==> src/rtl/tpu_pkg.sv <==
// Shared types and constants for the systolic array datapath and its
// downstream stages (signed Q8.8 partial sums).
package tpu_pkg;

  localparam int DATA_WIDTH = 16;
  localparam int NUM_LANES  = 2;

  typedef logic signed [DATA_WIDTH-1:0] psum_t;
  typedef psum_t [NUM_LANES-1:0] psum_vec_t;

  localparam psum_t PSUM_MAX = psum_t'(16'h7FFF);
  localparam psum_t PSUM_MIN = psum_t'(16'h8000);

  typedef enum logic {
    IDLE  = 1'b0,
    ACCUM = 1'b1
  } acc_state_e;

endpackage

==> src/rtl/sync_fifo.sv <==
// Single-clock FIFO with registered storage; pop is serviced before push so a
// simultaneous push/pop on a full FIFO loses nothing.
module sync_fifo #(
  parameter int WIDTH = 32,
  parameter int DEPTH = 4,
  localparam int AW   = (DEPTH > 1) ? $clog2(DEPTH) : 1
) (
  input  logic             clk,
  input  logic             rst,
  input  logic             push,
  input  logic [WIDTH-1:0] push_data,
  input  logic             pop,
  output logic [WIDTH-1:0] pop_data,
  output logic             full,
  output logic             empty
);

  logic [WIDTH-1:0] mem [DEPTH];
  logic [AW:0]      wr_ptr;
  logic [AW:0]      rd_ptr;
  logic             do_push;
  logic             do_pop;

  // Extra pointer bit distinguishes full from empty when the indices match.
  assign empty    = (wr_ptr == rd_ptr);
  assign full     = (wr_ptr[AW] != rd_ptr[AW]) && (wr_ptr[AW-1:0] == rd_ptr[AW-1:0]);
  assign do_pop   = pop && !empty;
  assign do_push  = push && (!full || do_pop);
  assign pop_data = mem[rd_ptr[AW-1:0]];

  always_ff @(posedge clk or posedge rst) begin
    if (rst) begin
      wr_ptr <= '0;
      rd_ptr <= '0;
      for (int i = 0; i < DEPTH; i++) mem[i] <= '0;
    end else begin
      if (do_push) begin
        mem[wr_ptr[AW-1:0]] <= push_data;
        wr_ptr              <= wr_ptr + 1'b1;
      end
      if (do_pop) rd_ptr <= rd_ptr + 1'b1;
    end
  end

endmodule

==> src/rtl/psum_deskew_acc.sv <==
// Deskews the bottom-row psums of the PE array into aligned row vectors,
// accumulates them over K-tiles in a row bank and queues finished rows.
module psum_deskew_acc
  import tpu_pkg::*;
#(
  parameter int N          = 2,
  parameter int ROWS       = 4,
  parameter int FIFO_DEPTH = 4,
  parameter int DATA_WIDTH = tpu_pkg::DATA_WIDTH,
  localparam int RW        = (ROWS > 1) ? $clog2(ROWS) : 1
) (
  input  logic                    clk,
  input  logic                    rst,
  input  logic                    cfg_start,
  input  logic [7:0]              cfg_passes,
  input  logic [N*DATA_WIDTH-1:0] col_psum_in,
  input  logic [N-1:0]            col_valid_in,
  output logic [N*DATA_WIDTH-1:0] out_vec,
  output logic                    out_valid,
  input  logic                    out_ready,
  output logic                    busy,
  output logic                    err_overflow,
  output logic                    err_skew,
  output logic                    sat,
  output acc_state_e              dbg_state,
  output logic [RW-1:0]           dbg_row_ptr
);

  localparam int W = DATA_WIDTH;
  typedef logic [N-1:0][W-1:0] vec_t;

  // Returns {clamped, sum}; clamps to the most positive/negative lane value.
  function automatic logic [W:0] sat_add(input logic [W-1:0] a, input logic [W-1:0] b);
    logic [W:0] s;
    s = {a[W-1], a} + {b[W-1], b};
    if (s[W] != s[W-1]) return {1'b1, s[W], {(W-1){~s[W]}}};
    return {1'b0, s[W-1:0]};
  endfunction

  acc_state_e  state, state_d;
  vec_t        in_vec, lane_d, align_d, acc_cur, result;
  logic [N-1:0] lane_v, align_v;
  vec_t        acc_q [ROWS];
  logic [RW-1:0] row_ptr;
  logic [7:0]  pass_cnt, passes;
  logic        vec_ok, vec_mixed, do_proc, last_pass, row_wrap, start_ok;
  logic        clamp_any, push, pop, fifo_full, fifo_empty;

  assign in_vec = col_psum_in;

  // Lane j waits N-1-j cycles so every lane of a row meets the align stage together.
  for (genvar j = 0; j < N; j++) begin : g_lane
    localparam int D = N - 1 - j;
    if (D == 0) begin : g_direct
      assign lane_d[j] = in_vec[j];
      assign lane_v[j] = col_valid_in[j];
    end else begin : g_dly
      logic [W-1:0] d_q [D];
      logic [D-1:0] v_q;
      always_ff @(posedge clk or posedge rst) begin
        if (rst) begin
          v_q <= '0;
          for (int k = 0; k < D; k++) d_q[k] <= '0;
        end else begin
          d_q[0] <= in_vec[j];
          v_q[0] <= col_valid_in[j];
          for (int k = 1; k < D; k++) begin
            d_q[k] <= d_q[k-1];
            v_q[k] <= v_q[k-1];
          end
        end
      end
      assign lane_d[j] = d_q[D-1];
      assign lane_v[j] = v_q[D-1];
    end
  end

  always_ff @(posedge clk or posedge rst) begin
    if (rst) begin
      align_d <= '0;
      align_v <= '0;
    end else begin
      align_d <= lane_d;
      align_v <= lane_v;
    end
  end

  assign vec_ok    = &align_v;
  assign vec_mixed = (|align_v) && !vec_ok;
  assign do_proc   = (state == ACCUM) && vec_ok;
  assign last_pass = (pass_cnt == passes - 8'd1);
  assign row_wrap  = (row_ptr == RW'(ROWS - 1));
  assign start_ok  = (state == IDLE) && cfg_start;
  assign push      = do_proc && last_pass;
  assign pop       = out_valid && out_ready;

  always_comb begin
    logic [W:0] t;
    acc_cur   = acc_q[row_ptr];
    result    = align_d;
    clamp_any = 1'b0;
    t         = '0;
    if (pass_cnt != 8'd0) begin
      for (int j = 0; j < N; j++) begin
        t         = sat_add(acc_cur[j], align_d[j]);
        result[j] = t[W-1:0];
        clamp_any = clamp_any | t[W];
      end
    end
  end

  always_ff @(posedge clk or posedge rst) begin
    if (rst) state <= IDLE;
    else     state <= state_d;
  end

  always_comb begin
    state_d = state;
    case (state)
      IDLE:    if (cfg_start) state_d = ACCUM;
      ACCUM:   if (do_proc && row_wrap && last_pass) state_d = IDLE;
      default: state_d = IDLE;
    endcase
  end

  always_ff @(posedge clk or posedge rst) begin
    if (rst) begin
      passes       <= 8'd1;
      row_ptr      <= '0;
      pass_cnt     <= '0;
      err_overflow <= 1'b0;
      err_skew     <= 1'b0;
      sat          <= 1'b0;
      for (int r = 0; r < ROWS; r++) acc_q[r] <= '0;
    end else if (start_ok) begin
      passes       <= (cfg_passes == 8'd0) ? 8'd1 : cfg_passes;
      row_ptr      <= '0;
      pass_cnt     <= '0;
      err_overflow <= 1'b0;
      err_skew     <= 1'b0;
      sat          <= 1'b0;
    end else if (state == ACCUM) begin
      if (vec_mixed) err_skew <= 1'b1;
      if (do_proc) begin
        acc_q[row_ptr] <= result;
        if (clamp_any) sat <= 1'b1;
        if (push && fifo_full && !pop) err_overflow <= 1'b1;
        row_ptr <= row_wrap ? '0 : row_ptr + RW'(1);
        if (row_wrap) pass_cnt <= pass_cnt + 8'd1;
      end
    end
  end

  sync_fifo #(
    .WIDTH (N * W),
    .DEPTH (FIFO_DEPTH)
  ) u_fifo (
    .clk       (clk),
    .rst       (rst),
    .push      (push),
    .push_data (result),
    .pop       (pop),
    .pop_data  (out_vec),
    .full      (fifo_full),
    .empty     (fifo_empty)
  );

  assign out_valid   = !fifo_empty;
  assign busy        = (state != IDLE);
  assign dbg_state   = state;
  assign dbg_row_ptr = row_ptr;

endmodule

==> config.mk <==
export PLATFORM = sky130hd
export DESIGN_NAME = psum_deskew_acc
export DESIGN_NICKNAME = d
export VERILOG_FILES = /design/src/rtl/tpu_pkg.sv /design/src/rtl/sync_fifo.sv /design/src/rtl/psum_deskew_acc.sv
export SDC_FILE = /design/constraint.sdc
export NUM_CORES = 1
export LEC_CHECK = 0
export ABC_CLOCK_PERIOD_IN_PS = 10900
export CORE_AREA = 2 2 194 158
export CTS_CLUSTER_SIZE = 24
export DETAILED_ROUTE_END_ITERATION = 6
export DIE_AREA = 0 0 196 160
export PLACE_DENSITY = 0.85
export SLEW_MARGIN = 25
export SYNTH_ARGS = -nofsm -noshare
export SYNTH_HDL_FRONTEND = slang
export SYNTH_SLANG_ARGS = --single-unit
==> constraint.sdc <==
create_clock -name clk -period 10.9 [get_ports clk]
set_clock_uncertainty 0.15 [all_clocks]
set_input_delay 2.18 -clock clk [delete_from_list [all_inputs] [get_ports clk]]
set_output_delay 2.18 -clock clk [all_outputs]
set_load 0.01 [all_outputs]
==> out/metrics.cfg, run 1 <==
[status]
status = complete, no violations

[clock_network]
cts_hold_buf = 0
root_buffer = clkbuf_16
cts_max_level = 2
post_cts_resized = 0
cts_buffer_depth = 3
clock_latency_ns = 0.53
cts_buffers = 34
path_clk_slew_ns = 0.07
postCtsSetupBuffers = 0
cts_tree = built
cts_sinks = 335

[worst_setup_path]
critPathMaxStageDelay_ns = 0.61
crit_chain = buf_4 -> mux4_2 -> ha_1 -> a21oi_1 -> a21oi_1 -> a211oi_1 -> a21oi_1 -> o21a_1 -> o21ai_0 -> nand2b_1 -> xor2_1 -> ha_1 -> o21ai_1 -> o311ai_0 -> o21ai_0 -> o21ai_0
cp_slowest_cell = mux4_2
crit_path_start_kind = flip-flop
critical_path_required_ns = 11.10
cp-end-kind = flip-flop
critPathMaxFanout = 38
critPathBufInv = 1
path_class = flip-flop to flip-flop
critPathTopFamily = compound AO/OA/AOI/OAI gates
arrival_ns = 6.02

[grt]
grt_pass1_vias = 11610
antenna_found_initial = 0
grt_pass1_wl_um = 61990
grtUsageTotal_pct = 24.78
grt_overflow = 0
grt_max_degree = 186

[sta]
layout_min_cycle_time_ns = 5.825
drv_slew = 0
setup_viol = 0
timing.slew.headroom_pct = 30.01
finalCritPeriodShare_pct = 53.44
finalSetupTns_ns = 0
worst_pin_slew_ns = 1.039
hold_viol_final = 0
rsz0062_at_grt = false
max_freq_ghz = 0.1717

[die]
start_util_pct = 52.68
fp.dieH_um = 160
die_x_um = 196
ios = 86
core_um2 = 29670
num_rows = 57
die_area_um2 = 31360

[logic_synthesis]
synth_area_um2 = 15630
synth-seq-cells = 335
yosysSeqAreaShare_pct = 53.65
avgSynthCellArea_um2 = 10.73
ys_dominant_reg_cell = dfrtp_1
yosys-top-cells-area = dfrtp_1, mux4_2, o21ai_0
synth_edf_count = 0
syn_inst = 1456
yosys_warnings = 0
synth_top_area_share_pct = 53.48
synth_cell_types = 67
synthesis.nets = 1551
yosysTopAreaCell = dfrtp_1
async_flop_share_pct = 100.0

[power_and_ir_drop]
p_per_area_nw_per_um2 = 338.0
leakage_nw = 7.874
p_total_mw = 6.060
vdd_drop_max_uv = 215.4

[detailed_routing]
wl_per_cell_um = 19.79
wl_um = 37770
first_iter_violations = 1010
vias = 11510
firstDrtPassIters = 5
antenna_left = 0
drcViolationCount = 0
viasPerCell = 6.035

[placed_design]
port_buffers = 85
dp_hpwl_um = 24450
placed_cells = 1848
gp_congestion = 0.9285

[flow_run]
drv_cap = 0

[layout]
drive_above_1_share_pct = 11.54
final_core_util_pct = 60.43
final_cells = 1908
area_growth_pct = 14.71
diodes = 0
fill_cells = 2313
final_net_count = 1597

[min_path]
hp-class = flip-flop to flip-flop

[per-stage QoR]
| stage | area, um^2 | setup slack (ns) | hold WS (ns) |
|---|---|---|---|
| 6_report | 17930 | 5.075 | 0.1947 |
| 5_1_grt | 17930 | 4.659 | 0.2041 |
| 4_1_cts | 17880 | 5.205 | 0.1993 |
| 3_3_place_gp | 16720 | 5.197 | 0.1839 |
| 2_1_floorplan | 15630 | 4.094 | 0.1812 |
| 3_5_place_dp | 16740 | 5.242 | 0.1863 |
[routing by layer]
layer  vias up  track usage, %  wire length [um]
li1       5243               -                 -
met2       372           41.41             18820
met1      5815           33.49             15790
met3        84           3.633              2109
met4         0           8.574              1054
met5         -               0                 0
[layout make-up]
class	count	area, um^2	area share, %
sequential	335	8389	46.79
multi-input combinational	1012	6858	38.25
inverter	21	82.58	0.4606
clock buffer	50	1032	5.758
tap	383	479.2	2.673
clock inverter	9	106.4	0.5932
timing repair buffer	98	980.9	5.471
[logic make-up (layout without fill, tap and decap cells)]
group	after synthesis	in the layout	share of synthesized area, %
xor gates and xnor gates	49	49	2.746
and+or+nand+nor	412	412	10.98
muxes	79	79	10.38
DFF	335	335	53.65
AOI/OAI and AO/OA	421	421	15.34
buffers and inverters	109	178	2.762
adders and majority gates	51	51	4.155
[sequential cells by signal (all words and copies together), names as in the netlist]
register,count
align_v,2
u_fifo.mem,128
err_overflow,1
dbg_row_ptr,2
busy,1
pass_cnt,8
g_lane.g_dly.v_q,1
u_fifo.rd_ptr,3
sat,1
err_skew,1
passes,8
g_lane.g_dly.d_q,16
align_d,32
u_fifo.wr_ptr,3
acc_q,128
[layout by cell type (no fill, tap or decap), drive strengths merged, types with 8 or more instances in the layout]
| cell | n |
|---|---|
| a31oi | 9 |
| xor2 | 17 |
| o211ai | 13 |
| a21oi | 42 |
| buf | 13 |
| a211oi | 17 |
| nor2 | 62 |
| o21a | 8 |
| mux4 | 64 |
| nor3 | 9 |
| mux2 | 14 |
| clkbuf | 50 |
| nand2 | 283 |
| nand3 | 14 |
| nor4 | 8 |
| clkdlybuf4s50 | 85 |
| o21ai | 289 |
| dfrtp | 334 |
| ha | 47 |
| inv | 22 |
| xnor2 | 32 |
[final timing paths]
path	cells past startpoint	from	to	slack [ns]
min reg2reg	0	g_lane[0].g_dly.d_q[11]	align_d[11]	0.19
min in group asynchronous	2	rst	acc_q[102]	2.02
max in group asynchronous	4	rst	align_d[26]	6.69
max reg2reg	16	dbg_row_ptr[0]	acc_q[3]	5.07
max	16	dbg_row_ptr[0]	acc_q[3]	5.07
min	0	g_lane[0].g_dly.d_q[11]	align_d[11]	0.19
[Yosys cell counts, types with 17 or more instances]
cell / n
a211oi_1: 17
nand2_1: 280
mux4_2: 64
dfrtp_1: 334
xor2_1: 17
o21ai_0: 270
inv_1: 21
a21oi_1: 40
o21ai_1: 18
clkbuf_1: 64
xnor2_1: 32
nor2_1: 62
ha_1: 47
[report_power, final]
| part | total, mW | switching, mW | internal [mW] |
|---|---|---|---|
| Clock | 1.19 | 0.490 | 0.705 |
| Combinational | 3.09 | 2.01 | 1.08 |
| Sequential | 1.77 | 0.233 | 1.54 |
No activity file was read; power rests on OpenSTA's default activity.
==> inputs of run 2 (changes only) <==
- ABC_CLOCK_PERIOD_IN_PS: 10900 -> 5400
- CORE_AREA: 2 2 194 158 -> 2 2 192 156
- DIE_AREA: 0 0 196 160 -> 0 0 194 158
- PLACE_DENSITY: 0.85 -> 0.84
- clock period: 10.9 -> 5.4 ns (I/O delays scaled with it)
==> out/metrics.cfg, run 2 (same netlist as run 1, synthesis figures left out) <==
[placed_design]
place_ws_ns = 0.4610  ; -4.781 ns
dp_hpwl_um = 24140  ; -1.3%
port_buffers = 85  ; unchanged
gp_congestion = 0.8743  ; -5.8%

[layout]
area_growth_pct = 15.36
final_core_util_pct = 62.46  ; +2.0 points
final_cell_mix = dfrtp_1, nand2_1, o21ai_0, clkdlybuf4s50_1, mux4_2
reg_top3 = acc_q (128), u_fifo.mem (128), align_d (32)
drive_above_1_share_pct = 12.51  ; +0.97 points
diodes = 0  ; unchanged
final_net_count = 1613  ; +1.0%
layout_commonest_cell = dfrtp_1

[clock_network]
cts_max_level = 2  ; unchanged
cts_buffer_depth = 3  ; unchanged
cts_buffers = 34  ; unchanged
clock_latency_ns = 0.53  ; about the same
cts_tree = built
root_buffer = clkbuf_16
cts_sinks = 335  ; unchanged
path_clk_slew_ns = 0.06  ; about the same
postCtsSetupBuffers = 0  ; unchanged

[grt]
antenna_found_initial = 0  ; unchanged
grtUsageMet2_pct = 42.76  ; +1.3 points
grt_max_degree = 156  ; -16%
grt_use_met1_pct = 32.86  ; -0.63 points
grt_pass1_wl_um = 61610  ; -0.61%
grt_pass1_vias = 11840  ; +1.9%
grt-busiest-layer = met2
grtUsageTotal_pct = 25.01  ; +0.23 points
grt_util_met3_pct = 3.856  ; +0.22 points
grt_overflow = 0  ; unchanged

[die]
num_rows = 56  ; -1.8%
die_area_um2 = 30650  ; -2.3%
die_x_um = 194  ; -1.0%
start_util_pct = 54.14  ; +1.5 points
core_um2 = 28870  ; -2.7%
fp.dieH_um = 158  ; -1.3%
ios = 86  ; unchanged

[sta]
setup_viol = 0  ; unchanged
worst_pin_slew_ns = 0.9331  ; -0.1057 ns
finalWorstSetupSlack_ns = 0.5270  ; -4.548 ns
rsz0062_at_grt = false
hold_viol_final = 0  ; unchanged
timing.slew.headroom_pct = 37.14  ; +7.1 points
layout_min_cycle_time_ns = 4.873  ; -0.9522 ns
hold_ws_ns = 0.1938  ; -0.0009160 ns
max_freq_ghz = 0.2052  ; +20%
finalCritPeriodShare_pct = 90.24  ; +37 points
drv_slew = 0  ; unchanged

[power_and_ir_drop]
vdd_drop_max_uv = 574.1  ; +170%
p_total_mw = 12.40  ; +100%
leakage_nw = 7.893  ; +0.24%
p_per_area_nw_per_um2 = 687.5  ; +100%

[detailed_routing]
drcViolationCount = 0  ; unchanged
vias = 11380  ; -1.1%
antenna_left = 0  ; unchanged
first_iter_violations = 970  ; -4.0%
viasPerCell = 5.929  ; -1.8%
firstDrtPassIters = 5  ; unchanged
wl_per_cell_um = 19.05  ; -3.7%
wl_um = 36580  ; -3.1%

[worst_setup_path]
crit_path_start_kind = flip-flop
critical_path_required_ns = 5.68  ; -5.42 ns
crit_chain = mux4_2 -> ha_1 -> fa_1 -> a211oi_1 -> nor2_1 -> o21ai_0 -> a21oi_1 -> nor2_1 -> ha_1 -> buf_4 -> o311ai_0 -> o21ai_0 -> o21ai_0
arrival_ns = 5.16  ; -0.86 ns
path_class = flip-flop to flip-flop
critPathMaxFanout = 17  ; -55%
cp_common_cell = o21ai_0
critPathMaxStageDelay_ns = 0.64  ; +0.03 ns
cp_slowest_cell = dfrtp_2
cp-end-kind = flip-flop

[status]
status = complete, no violations

[min_path]
hp-class = flip-flop to flip-flop

[flow_run]
drv_cap = 0  ; unchanged

==> run 2: repair_timing <==
| action | CTS | global route |
|---|---|---|
| hold buffers | 0 | 0 |
| resized for setup | 0 | 1 |
| endpoints found under the setup margin | 0 | 3 |
==> run 2: final cells by class <==
type / count / area, um^2
fill: 2261 / 10840
clock buffer: 47 / 980.9
inverter: 21 / 82.58
tap: 377 / 471.7
timing repair buffer: 114 / 1094
multi-input combinational: 1012 / 6827
clock inverter: 14 / 187.7
sequential: 335 / 8387
==> run 2: layer usage <==
| layer | part of all wire, % | vias to the layer above | routed length [um] |
|---|---|---|---|
| li1 | - | 5287 | - |
| met1 | 42 | 5640 | 15420 |
| met2 | 49 | 355 | 18010 |
| met3 | 5.5 | 101 | 2012 |
| met4 | 3.1 | 0 | 1144 |
| met5 | 0 | - | 0 |
==> run 2: stage by stage <==
stage,TNS [ns],instances,area [um^2]
5_1_grt,0,1920,18030
4_1_cts,0,1920,18020
3_3_place_gp,0,1859,16860
6_report,0,1920,18030
2_1_floorplan,-102.13,1456,15630
3_5_place_dp,0,1859,16860
==> run 2: final timing paths <==
path | startpoint | endpoint | slack, ns | cells after the start
worst min-delay path | g_lane[0].g_dly.d_q[10] | align_d[10] | 0.19 | 0
worst max register to register | dbg_row_ptr[0] | acc_q[67] | 0.53 | 13
max in group asynchronous | rst | u_fifo.mem[118] | 3.11 | 3
worst min register to register | g_lane[0].g_dly.d_q[10] | align_d[10] | 0.19 | 0
worst max-delay path | dbg_row_ptr[0] | acc_q[67] | 0.53 | 13
min in group asynchronous | rst | acc_q[104] | 0.79 | 2
==> run 2: worst max-delay path: cells and delay by family (launching register included) <==
family / cells / cell delay, ns
and+or+nand+nor: 2 / 0.34
muxes: 1 / 0.56
AOI/OAI and AO/OA: 6 / 1.90
buffers and inverters: 1 / 0.22
adders and majority gates: 3 / 0.98
DFF: 1 / 0.64
==> run 2: report_power, final <==
| part | switching (mW) | leakage (nW) | internal (mW) | total [mW] |
|---|---|---|---|---|
| Combinational | 4.06 | 3.02 | 2.33 | 6.39 |
| Sequential | 0.440 | 4.31 | 3.11 | 3.55 |
| Clock | 0.982 | 0.563 | 1.47 | 2.45 |
